## src/rtl/config_broadcaster_pkg.sv

```systemverilog
// Shared types for the config broadcaster: table-select codes, the idle ID,
// the queued command record and the broadcast FSM state encoding.
package config_broadcaster_pkg;

  localparam logic [7:0] DEFAULT_IDLE_ID = 8'hFF;

  typedef enum logic [7:0] {
    FIELD_OP         = 8'd0,
    FIELD_ADDR_RD    = 8'd1,
    FIELD_COND       = 8'd2,
    FIELD_CACHE      = 8'd3,
    FIELD_CACHE_ADDR = 8'd4
  } field_e;

  typedef struct packed {
    logic [7:0] target;
    logic [7:0] field;
    logic [7:0] chain;
    logic [7:0] value;
  } cmd_t;

  typedef enum logic [2:0] {
    ST_IDLE,
    ST_FLUSH,
    ST_FIELD,
    ST_CHAIN,
    ST_VALUE,
    ST_NEXT
  } state_e;

endpackage

```

## src/rtl/config_cmd_fifo.sv

```systemverilog
// Synchronous command queue with show-ahead head entry and full/empty flags.
// DEPTH must be a power of two so the pointers wrap naturally.
module config_cmd_fifo
  import config_broadcaster_pkg::*;
#(
  parameter int unsigned DEPTH = 4
) (
  input  logic clk,
  input  logic rst_n,
  input  logic push,
  input  cmd_t wr_data,
  input  logic pop,
  output cmd_t rd_data,
  output logic full,
  output logic almost_full,
  output logic empty
);

  localparam int unsigned AW = $clog2(DEPTH);

  cmd_t          mem [DEPTH];
  logic [AW-1:0] wr_ptr;
  logic [AW-1:0] rd_ptr;
  logic [AW:0]   count;
  logic [AW:0]   count_next;
  logic          do_push;
  logic          do_pop;

  assign do_push     = push && !full;
  assign do_pop      = pop && !empty;
  assign count_next  = count + (AW+1)'(do_push) - (AW+1)'(do_pop);
  assign full        = (count == (AW+1)'(DEPTH));
  assign almost_full = (count == (AW+1)'(DEPTH - 1));
  assign empty       = (count == '0);
  assign rd_data     = mem[rd_ptr];

  // NOTE: state uses non-blocking assignments so every flop samples pre-edge values.
  always_ff @(posedge clk or negedge rst_n) begin
    if (!rst_n) begin
      wr_ptr <= '0;
      rd_ptr <= '0;
      count  <= '0;
    end else begin
      if (do_push) wr_ptr <= wr_ptr + AW'(1);
      if (do_pop)  rd_ptr <= rd_ptr + AW'(1);
      count <= count_next;
    end
  end

  // NOTE: storage is not reset; only the pointers and count decide what is valid.
  always_ff @(posedge clk) begin
    if (do_push) mem[wr_ptr] <= wr_data;
  end

endmodule

```

## src/rtl/config_broadcaster.sv

```systemverilog
// Queues host config commands and broadcasts each as a 3-byte frame on
// configId/configData after flushing the pipeline by dropping tracing.
module config_broadcaster
  import config_broadcaster_pkg::*;
#(
  parameter int unsigned FIFO_DEPTH   = 4,
  parameter int unsigned FLUSH_CYCLES = 4,
  parameter logic [7:0]  IDLE_ID      = DEFAULT_IDLE_ID
) (
  input  logic       clk,
  input  logic       rst_n,
  input  logic       cmd_valid,
  output logic       cmd_ready,
  input  logic [7:0] cmd_target,
  input  logic [7:0] cmd_field,
  input  logic [7:0] cmd_chain,
  input  logic [7:0] cmd_value,
  input  logic       tracing_req,
  output logic       tracing,
  output logic [7:0] configId,
  output logic [7:0] configData,
  output logic       busy
);

  localparam int unsigned      CNT_W      = $clog2(FLUSH_CYCLES + 1);
  localparam logic [CNT_W-1:0] FLUSH_LOAD = CNT_W'(FLUSH_CYCLES - 1);

  state_e           state;
  logic [CNT_W-1:0] flush_cnt;
  logic [7:0]       cur_chain;
  logic [7:0]       cur_value;
  cmd_t             wr_cmd;
  cmd_t             head;
  logic             push;
  logic             pop;
  logic             full;
  logic             almost_full;
  logic             empty;
  logic             full_next;

  assign wr_cmd = '{target: cmd_target, field: cmd_field, chain: cmd_chain, value: cmd_value};
  assign push   = cmd_valid && cmd_ready;
  // The head is consumed on the edge that would enter FIELD (end of flush or NEXT).
  assign pop    = !empty && ((state == ST_NEXT) || (state == ST_FLUSH && flush_cnt == '0));
  assign full_next = !pop && (full || (almost_full && push));

  config_cmd_fifo #(
    .DEPTH (FIFO_DEPTH)
  ) u_fifo (
    .clk         (clk),
    .rst_n       (rst_n),
    .push        (push),
    .wr_data     (wr_cmd),
    .pop         (pop),
    .rd_data     (head),
    .full        (full),
    .almost_full (almost_full),
    .empty       (empty)
  );

  always_ff @(posedge clk or negedge rst_n) begin
    if (!rst_n) begin
      state      <= ST_IDLE;
      flush_cnt  <= '0;
      cur_chain  <= '0;
      cur_value  <= '0;
      cmd_ready  <= 1'b0;
      tracing    <= 1'b0;
      configId   <= IDLE_ID;
      configData <= '0;
      busy       <= 1'b0;
    end else begin
      cmd_ready <= !full_next;
      tracing   <= (state == ST_IDLE) && empty && tracing_req;

      if (pop) begin
        cur_chain <= head.chain;
        cur_value <= head.value;
        busy      <= 1'b1;
        // A command addressed to the idle ID is discarded without emitting bytes.
        if (head.target == IDLE_ID) begin
          state      <= ST_NEXT;
          configId   <= IDLE_ID;
          configData <= '0;
        end else begin
          state      <= ST_FIELD;
          configId   <= head.target;
          configData <= head.field;
        end
      end else begin
        case (state)
          ST_IDLE: begin
            if (!empty) begin
              state     <= ST_FLUSH;
              flush_cnt <= FLUSH_LOAD;
              busy      <= 1'b1;
            end
          end
          ST_FLUSH: begin
            if (flush_cnt == '0) begin
              state <= ST_IDLE;
              busy  <= 1'b0;
            end else begin
              flush_cnt <= flush_cnt - CNT_W'(1);
            end
          end
          ST_FIELD: begin
            state      <= ST_CHAIN;
            configData <= cur_chain;
          end
          ST_CHAIN: begin
            state      <= ST_VALUE;
            configData <= cur_value;
          end
          ST_VALUE: begin
            state      <= ST_NEXT;
            configId   <= IDLE_ID;
            configData <= '0;
          end
          ST_NEXT: begin
            state <= ST_IDLE;
            busy  <= 1'b0;
          end
          default: begin
            state <= ST_IDLE;
            busy  <= 1'b0;
          end
        endcase
      end
    end
  end

endmodule
```

## config.mk

```make
export PLATFORM = sky130hd
export DESIGN_NAME = config_broadcaster
export DESIGN_NICKNAME = d
export VERILOG_FILES = /design/src/rtl/config_broadcaster_pkg.sv /design/src/rtl/config_cmd_fifo.sv /design/src/rtl/config_broadcaster.sv
export SDC_FILE = /design/constraint.sdc
export NUM_CORES = 1
export LEC_CHECK = 0
export BUFFER_PORTS_ARGS = -buffer_cell sky130_fd_sc_hd__clkbuf_2
export CORE_AREA = 2 2 118 120
export DETAILED_ROUTE_END_ITERATION = 7
export DIE_AREA = 0 0 120 122
export PLACE_DENSITY = 0.74
export SYNTH_ARGS = -nofsm -noshare
export SYNTH_HDL_FRONTEND = slang
export SYNTH_SLANG_ARGS = --single-unit
```

## constraint.sdc

```tcl
create_clock -name clk -period 2.6 [get_ports clk]
set_clock_uncertainty 0.05 [all_clocks]
set_input_delay 0.78 -clock clk [delete_from_list [all_inputs] [get_ports clk]]
set_output_delay 0.78 -clock clk [all_outputs]
set_load 0.05 [all_outputs]
```

# Word-level counts from Yosys, hierarchy flattened
# Memory sizes are Yosys's and may differ from the RTL's.
# Cells that the tools add are included.
[word_totals]
ramBits = 128
ff_bits = 48
wordCells = 77
output_inout_bits = 19
in_bits = 36
memories = 1
[op_classes]
eq_ne = 13
n_reduce_logical = 25
mux = 20
n_bitwise = 1
addsub = 5
[memory_table]
columns = ["name", "words", "width", "rd", "rd_clocked_by_memory_dff", "wr", "line_no", "source"]
rows = [
  ["u_fifo.mem", 4, 32, 1, 0, 1, "config_cmd_fifo.sv:21", "cmd_t mem [DEPTH];"],
]
[op_table]
columns = ["operator", "count"]
rows = [
  ["2-to-1 mux 8 bit", 5],
  ["case mux 8 bit (3 select lines)", 1],
  ["2-to-1 mux 3 bit", 6],
  ["case mux 3 bit (5 select lines)", 1],
  ["equality test 3 x 2 -> 1 bit (second input constant)", 3],
  ["equality test 3 bit (second input constant)", 3],
  ["logical AND 1 bit", 9],
  ["zero test 3 bit", 3],
  ["equality test 8 bit (second input constant)", 1],
  ["case mux 3 bit (2 select lines)", 1],
  ["2-to-1 mux 1 bit", 5],
  ["adder 2 x 1 -> 2 bit (second input constant)", 2],
  ["zero test 1 bit", 4],
  ["!= test 2 bit (second input constant)", 2],
  ["AND reduction 4 bit", 1],
  ["nonzero test 2 bit", 2],
  ["nonzero test 4 bit", 1],
  ["adder 3 x 1 -> 3 bit", 1],
  ["equality test 3 x 1 -> 1 bit (second input constant)", 1],
  ["!= test 3 x 2 -> 1 bit (second input constant)", 1],
  ["!= test 3 bit (second input constant)", 1],
  ["case mux 1 bit (3 select lines)", 1],
  ["AND reduction 3 bit", 1],
  ["OR reduction 3 bit", 1],
  ["other kinds (6)", 7],
]

# Longest topological paths before layout
# Gate-level depths: netlist of the first run.
[logic_depth]
ltp_word = 7
ltp_mapped = 13

# Cells and area by module
# Synthesis of the first run repeated with hierarchy kept, for this count alone.
[unflattened]
hier_cells = 403
hier_area_um2 = 7104.3
[modules_own_cells]
columns = ["module", "cells_each", "area_each_um2", "instances"]
rows = [
  ["config_cmd_fifo", 213, 5156.2, 1],
  ["config_broadcaster", 190, 1948.1, 1],
]

# Least setup slack after synthesis of the first run
# Ideal clock, no wire load.
[synth_timing]
path_type = "register to register"
startpoint = "reg flush_cnt[0]"
endpoint = "reg u_fifo.count[2]"
path_stages_with_launch = 14
t_arrival_ns = 2.544
path_buffers = 2
setup_slack_ns = -0.116
path_cell_list = "dfrtp_1 > inv_1 > ha_1 > ha_1 > or2_2 > nand3_4 > inv_2 > buf_2 > buf_2 > ha_1 > inv_1 > ha_1 > fa_1 > xnor2_1"
[synth_via]
elab_chain_len = 6
[synth_lines]
columns = ["element", "line_no", "source"]
rows = [
  ["from (decl)", "config_broadcaster.sv:29", "logic [CNT_W-1:0] flush_cnt;"],
  ["from (signal assigned)", "config_broadcaster.sv:104", "flush_cnt <= flush_cnt - CNT_W'(1);"],
  ["zero test 3 bit", "config_broadcaster.sv:44", "assign pop = !empty && ((state == ST_NEXT) || (state == ST_FLUSH && flush_cnt == '0));"],
  ["logical AND 1 bit", "config_broadcaster.sv:44", ""],
  ["logical OR 1 bit", "config_broadcaster.sv:44", ""],
  ["logical AND 1 bit", "config_broadcaster.sv:44", ""],
  ["logical AND 1 bit", "config_cmd_fifo.sv:30", "assign do_pop = pop && !empty;"],
  ["via u_fifo.do_pop", "config_cmd_fifo.sv:27", "logic do_pop;"],
  ["subtractor 3 x 1 -> 3 bit", "config_cmd_fifo.sv:31", "assign count_next = count + (AW+1)'(do_push) - (AW+1)'(do_pop);"],
  ["via u_fifo.count_next[2]", "config_cmd_fifo.sv:25", "logic [AW:0] count_next;"],
  ["to (signal assigned)", "config_cmd_fifo.sv:46", "count <= count_next;"],
  ["to (decl)", "config_cmd_fifo.sv:24", "logic [AW:0] count;"],
]
# The timed path passes the listed nets, and every way through them passes these cells.
# A chain may end at the register's enable or synchronous reset.

# Final worst setup path of the first run
[layout_timing]
startpoint = "reg flush_cnt[0]"
endpoint = "reg configData[7]"
[layout_via]
elab_chain_len = 5
elab_cells_between_ends = 6
[layout_lines]
columns = ["element", "line_no", "source"]
rows = [
  ["zero test 3 bit (*)", "config_broadcaster.sv:44", ""],
  ["logical AND 1 bit (*)", "config_broadcaster.sv:44", ""],
  ["logical OR 1 bit (*)", "config_broadcaster.sv:44", ""],
  ["logical AND 1 bit (*)", "config_broadcaster.sv:44", ""],
  ["nonzero test 4 bit (no line) / 2-to-1 mux 8 bit (equally long branches)", "n/a", ""],
  ["to (signal assigned)", "config_broadcaster.sv:88", "configData <= head.field;"],
  ["to (signal assigned)", "config_broadcaster.sv:109", "configData <= cur_chain;"],
  ["to (signal assigned)", "config_broadcaster.sv:113", "configData <= cur_value;"],
  ["to (decl)", "config_broadcaster.sv:21", "output logic [7:0] configData,"],
]
# Every way passes the cells marked *; elsewhere a longest branch is shown, timed or not.

==> metrics.txt, run 1 <==
Final Max Tran Viols=0; initial antenna violation count=0; number of buffers added on ports=54; outcome=complete, no violations; combinational share of power=33.1%; Switch Pwr=~3200 uW; EDFF count, synth=about 130; Fill cells=slightly above 1000; CP max FO=28; post-route setup slack=260 ps; vias in the first global route=~3800; final WL=12400 um; Die Ht=122 um; area share of the largest cell type after synthesis=55.2%; fin crit share=90.0%; core area=13500 sq um; RSZ-0062 raised after global routing=no; GPL Wtd Cong=0.761; area of the die=14600 sq um; Antenna Nets Post-Route=0; cts bufs inserted=17; row count=between 40 and 50; Pwr Density=1220 nW/um^2; Placement Cell Area=7480 sq um; Mapped Area=about 7000 sq um; Hold Violations, Final=0; type of the worst setup path=register to register; slew at the pin closest to its max-slew limit=744 ps; Clock Latency Late Sink=420 ps; setup slack, reg-to-reg=260 ps; CTS max path bufs=2; Detail Placement HPWL=7880 um; clock sink count=around 180; critical path startpoint category=register; crit-path cells=inv_1, ha_1, ha_2, or2_4, nand3_4, inv_2, buf_4, nor2_1, a221o_1; CTS tree=done; Avg Inst Size Synth=17.3 sq um; Highest Clock Rate=0.427 GHz; Internal Power=6520 uW; Seq cells post-synth=176; Final setup violation count=0; Tmin final=2340 ps; ys async rst share=27.3%; MaxCap Viol Count=0; first-pass GRT wire length=19900 um; via count=about 3600; initial detailed-routing violation count=around 280; Horiz. Die Dim=120 um; Setup Fix Bufs, Post-CTS=0; Critical-path top delay cell=nor2_1; VDD IR max=about 0.64 mV; post-synth top area cell=edfxtp_1; largest net degree at the start of global routing=33; total gr overflow=0; Leak=0.00309 uW; WP data arrival=2650 ps; Setup Slack @ Placement=298 ps; Post-Synthesis Cells=403; H-tree levels=4; area growth from synthesis to layout=15.2%; synth top area cells=edfxtp_1, dfrtp_1, mux4_2; Vias per Instance=around 5.5; Sequential Power Share=43.0%; CP endpoint kind=register; worst min path class=input pin to async pin; fin nets=518; CTS root buf=clkbuf_16; register area share after synthesis=72.6%; slew margin rel.=50.4%; Sw Ratio=33.1%; Ports=between 50 and 60; Reg clk slew, reported paths=60 ps; setup TNS=0 ps; # resized after CTS=0; # DRC=0; Netlist cell types=43; share of cells above drive strength 1=27.2%; Worst path max stage delay=550 ps; DRT Pass-1 Iters=4; Diodes inserted=0; post-route cell area=8020 sq um; synth warn=0; ys flop type=edfxtp_1; Post-CTS Hold Buffers=0; Required @ worst endpoint=2910 ps; part of the power in the clock network=a little under a quarter; initial core utilization=51.6%; post-DR wirelength/cell=18.7 um; Syn Nets=448; gr usage total=18.6%
==> power by group through the flow <==
| stage | registers (uW) | clock network, uW | logic, uW |
|---|---|---|---|
| 5_1_grt | 4260 | 2470 | 3510 |
| 4_1_cts | 4200 | 2380 | 3270 |
| 3_3_place_gp | 4190 | 0 | 3160 |
| 2_1_floorplan | 4510 | 0 | 2140 |
| 3_5_place_dp | 4250 | 0 | 3240 |
| 6_report | 4190 | 2330 | 3220 |
==> cells in the mapped netlist, types with 2 or more instances <==
library cell	number
xnor2_1	5
buf_2	10
dfrtp_1	40
mux4_2	22
nor2b_1	2
a21oi_1	3
o22ai_1	2
and2_1	12
edfxtp_1	128
nor3_1	8
o21ai_0	4
mux2i_1	8
mux4_1	10
ha_1	8
a221o_1	9
inv_1	10
nand2b_1	2
nor2_1	30
clkbuf_1	5
dfstp_2	8
nand2_1	55
==> registers in the layout, indices dropped and copies added (netlist names), 2 cells and up <==
register and flops:
cur_value 8, flush_cnt 3, u_fifo.mem 128, u_fifo.wr_ptr 2
state 3, cur_chain 8, u_fifo.count 3, configData 8
u_fifo.rd_ptr 2, configId 8
==> worst max-delay path: cells and delay by family (launching register included) <==
family | cells | cell delay (ps)
simple gates | 3 | 880
fa+ha+maj | 2 | 380
flops | 1 | 370
buf+inv | 3 | 310
compound gates | 1 | 280
==> through the flow <==
stage	std cells	utilization, %	power, uW	hold WS [ps]
2_1_floorplan	403	-	6650	395
3_3_place_gp	634	55.4	7350	408
3_5_place_dp	634	55.4	7490	412
4_1_cts	665	59.4	9850	368
5_1_grt	665	59.4	10200	423
6_report	665	59.4	9750	367
==> path summary, 6_finish.rpt <==
kind / to / depth (start not counted) / from
setup / recovery: configData[7]$_DFFE_PN0P_ / 9 / flush_cnt[0]$_DFFE_PN0P_
hold / removal: u_fifo.count[2]$_DFF_PN0_ / 1 / rst_n
setup reg to reg: configData[7]$_DFFE_PN0P_ / 9 / flush_cnt[0]$_DFFE_PN0P_
hold reg to reg: cur_value[1]$_DFFE_PN0N_ / 2 / cur_value[1]$_DFFE_PN0N_
max in group asynchronous: configData[2]$_DFFE_PN0P_ / 2 / rst_n
min in group clk: cur_value[1]$_DFFE_PN0N_ / 2 / cur_value[1]$_DFFE_PN0N_
==> area by class of cell <==
cell class                      instances  area (sq um)  share of cell area, %
Clock buffer                           22           444                   5.54
Multi-Input combinational cell        198          1760                   22.0
Timing Repair Buffer                   69           395                   4.93
Tap cell                              180           225                   2.81
Inverter                               11          41.3                  0.515
Sequential cell                       176          5060                   63.1
Clock inverter                          9          92.6                   1.15
==> layout by cell type, fill, tap and decap left out, types with 2 or more instances in the layout <==
cell type / n
xnor2_1: 5
dfstp_2: 8
inv_1: 10
mux4_2: 22
mux2i_1: 8
a221o_1: 9
clkbuf_2: 54
clkbuf_16: 17
nand2b_1: 2
nor2b_1: 2
edfxtp_1: 128
clkinv_1: 2
mux4_1: 10
bufinv_16: 2
and2_1: 12
dfrtp_1: 39
nand2_1: 55
a21oi_1: 3
nor3_1: 8
o22ai_1: 2
buf_4: 14
clkinv_2: 5
clkbuf_1: 5
nor2_1: 30
ha_1: 7
o21ai_0: 4
==> routing by layer <==
layer	global-route usage (%)	vias to the layer above	wire, um	share of wire [%]
met4	8.60	0	235	1.9
met2	31.9	72	6650	54
met5	0	-	0	0
li1	-	1666	-	-
met1	22.5	1872	5100	41
met3	4.21	20	429	3.5
==> logic make-up (layout without fill, tap and decap cells) <==
family | Yosys count | count (layout) | share of synthesized area [%]
flops | 176 | 176 | 72.6
simple gates | 119 | 119 | 7.91
compound gates | 23 | 23 | 2.66
mux | 41 | 41 | 12.2
fa+ha+maj | 9 | 9 | 1.73
buf+inv | 29 | 111 | 2.14
xor+xnor | 6 | 6 | 0.755
Power figures use the tool's default switching activity.
==> inputs of run 2 (changes only) <==
==> constraint.sdc (replaced) <==
create_clock -name clk -period 2.6 [get_ports clk]
set_clock_uncertainty 0.05 [all_clocks]
set_input_delay 0.13 -clock clk [delete_from_list [all_inputs] [get_ports clk]]
set_output_delay 0.13 -clock clk [all_outputs]
set_load 0.05 [all_outputs]
==> metrics.txt, run 2 (synthesis gave the netlist of run 1 again) <==
outcome=complete, no violations; Hold Violations, Final=0; slew margin rel.=51.2%; Reg clk slew, reported paths=around 60 ps; area of the die=between 10000 and 15000 sq um; type of the worst setup path=register to register; share of cells above drive strength 1=26.2%; H-tree levels=4; # DRC=0; crit-path cells=inv_1, ha_1, ha_2, or2_4, nand3_4, inv_2, ha_1, inv_1, ha_1, fa_1, xnor2_1; row count=43; via count=roughly 3700; setup slack, reg-to-reg=around 250 ps; Crit. path cell count=11; final hold slack=around 84 ps; MaxCap Viol Count=0; post-route cell area=~8400 sq um; initial antenna violation count=0; CP endpoint kind=register; clock sink count=about 180; setup TNS=0 ps; area growth from synthesis to layout=20.7%; total gr overflow=0; fin crit share=90.3%; Die Ht=122 um; Pwr Density=1180 nW/um^2; Reg2Reg Depth=11; RSZ-0062 raised after global routing=no; largest net degree at the start of global routing=33; Detail Placement HPWL=7620 um; initial detailed-routing violation count=between 200 and 250; gr usage total=18.4%; first-pass GRT wire length=about 20000 um; number of buffers added on ports=54; Placed Cells incl. Taps=633; VDD IR max=0.596 mV; most used cell, CP=ha_1; Hold Path Depth=4; GPL Wtd Cong=about 0.74; critical path startpoint category=register; cts bufs inserted=17; CP Buf/Inv Count=3; Critical-path top delay cell=fa_1; commonest non-fill, non-tap cell in the layout=edfxtp_1; worst min path class=input pin to register; DRT Pass-1 Iters=6; Diodes inserted=0; Clock Latency Late Sink=roughly 420 ps; delay-heaviest family, CP=adder cells; Horiz. Die Dim=120 um; post-DR wirelength/cell=17.8 um; Ports=55; initial core utilization=51.6%; vias in the first global route=3816; CTS max path bufs=2; leading cell types in the layout, fill and taps excluded=edfxtp_1, nand2_1, clkbuf_2; fin nets=roughly 550; Final setup violation count=0; Tmin final=2350 ps; Worst path max stage delay=370 ps; CP max FO=4; Highest Clock Rate=0.426 GHz; max FFs per register=~130; final WL=~12000 um; Vias per Instance=5.35; Leak=0.00324 uW; CTS root buf=clkbuf_16; largest register by flop count=u_fifo.mem; Final Max Tran Viols=0; Required @ worst endpoint=2880 ps; core area=approximately 14000 sq um; final non-filler cell total=between 600 and 700; slew at the pin closest to its max-slew limit=about 730 ps; Antenna Nets Post-Route=0; CTS tree=done; Placement Cell Area=between 7000 and 8000 sq um; WP data arrival=2630 ps
-- run 2: changes by cell type in the layout (fill, tap and decap cells not counted), sizes merged --
| cell | delta |
|---|---|
| buf | -1 |
| clkbuf | -1 |
| clkinv | -1 |
| clkinvlp | +3 |
| dlygate4sd3 | +34 |
-- run 2: timing repair --
action	4_1_cts	5_1_grt
setup buffers	0	0
hold buffers	34	0
hold endpoints to repair	150	0
gates resized for setup	0	0
-- run 2: path summary, 6_finish.rpt --
kind / startpoint / endpoint
worst max-delay path: flush_cnt[0]$_DFFE_PN0P_ / u_fifo.count[2]$_DFF_PN0_
worst min-delay path: cmd_valid / cmd_ready$_DFF_PN0_
worst max register to register: flush_cnt[0]$_DFFE_PN0P_ / u_fifo.count[2]$_DFF_PN0_
worst min register to register: cur_value[6]$_DFFE_PN0N_ / cur_value[6]$_DFFE_PN0N_
max in group asynchronous: rst_n / state[2]$_DFFE_PN0P_
min in group asynchronous: rst_n / u_fifo.count[0]$_DFF_PN0_
-- run 2: area by class of cell --
class                   instances  area, sq um
fillers                       941         5100
flip-flops and latches        176         5060
multi-input cells             198         1760
repair buffers                102          741
inverters                      11         41.3
clock inverters                11          115
well taps                     180          225
clock buffers                  21          460
-- run 2: per-stage QoR --
| step | utilization (%) | worst slack (ps) | total power, uW |
|---|---|---|---|
| 6_report | 62.2 | 252 | 9880 |
| 3_3_place_gp | 55.4 | 348 | 7350 |
| 3_5_place_dp | 55.4 | 284 | 7480 |
| 2_1_floorplan | - | 16.4 | 6650 |
| 4_1_cts | 62.2 | 266 | 9980 |
| 5_1_grt | 62.2 | 156 | 10400 |
-- run 2: worst reg2reg max path: stages, from the launching register on --
cell and delay [ps]:
dfrtp_1 360, inv_1 50, ha_1 190, ha_2 200
or2_4 260, nand3_4 70, inv_2 40, ha_1 260
inv_1 40, ha_1 180, fa_1 370, xnor2_1 190
-- run 2: power breakdown --
part,switching [uW],internal (uW)
sequential,353,3840
clock,986,1460
combinational,1910,1330
total,3250,6630
-- run 2: per-layer routing --
layer | routed length, um | vias to the layer above | GRT usage, %
met5 | 0 | - | 0
met4 | 178 | 0 | 6.99
met3 | 404 | 18 | 4.73
met2 | 6560 | 71 | 31.2
met1 | 5300 | 1912 | 23.0
li1 | - | 1737 | -
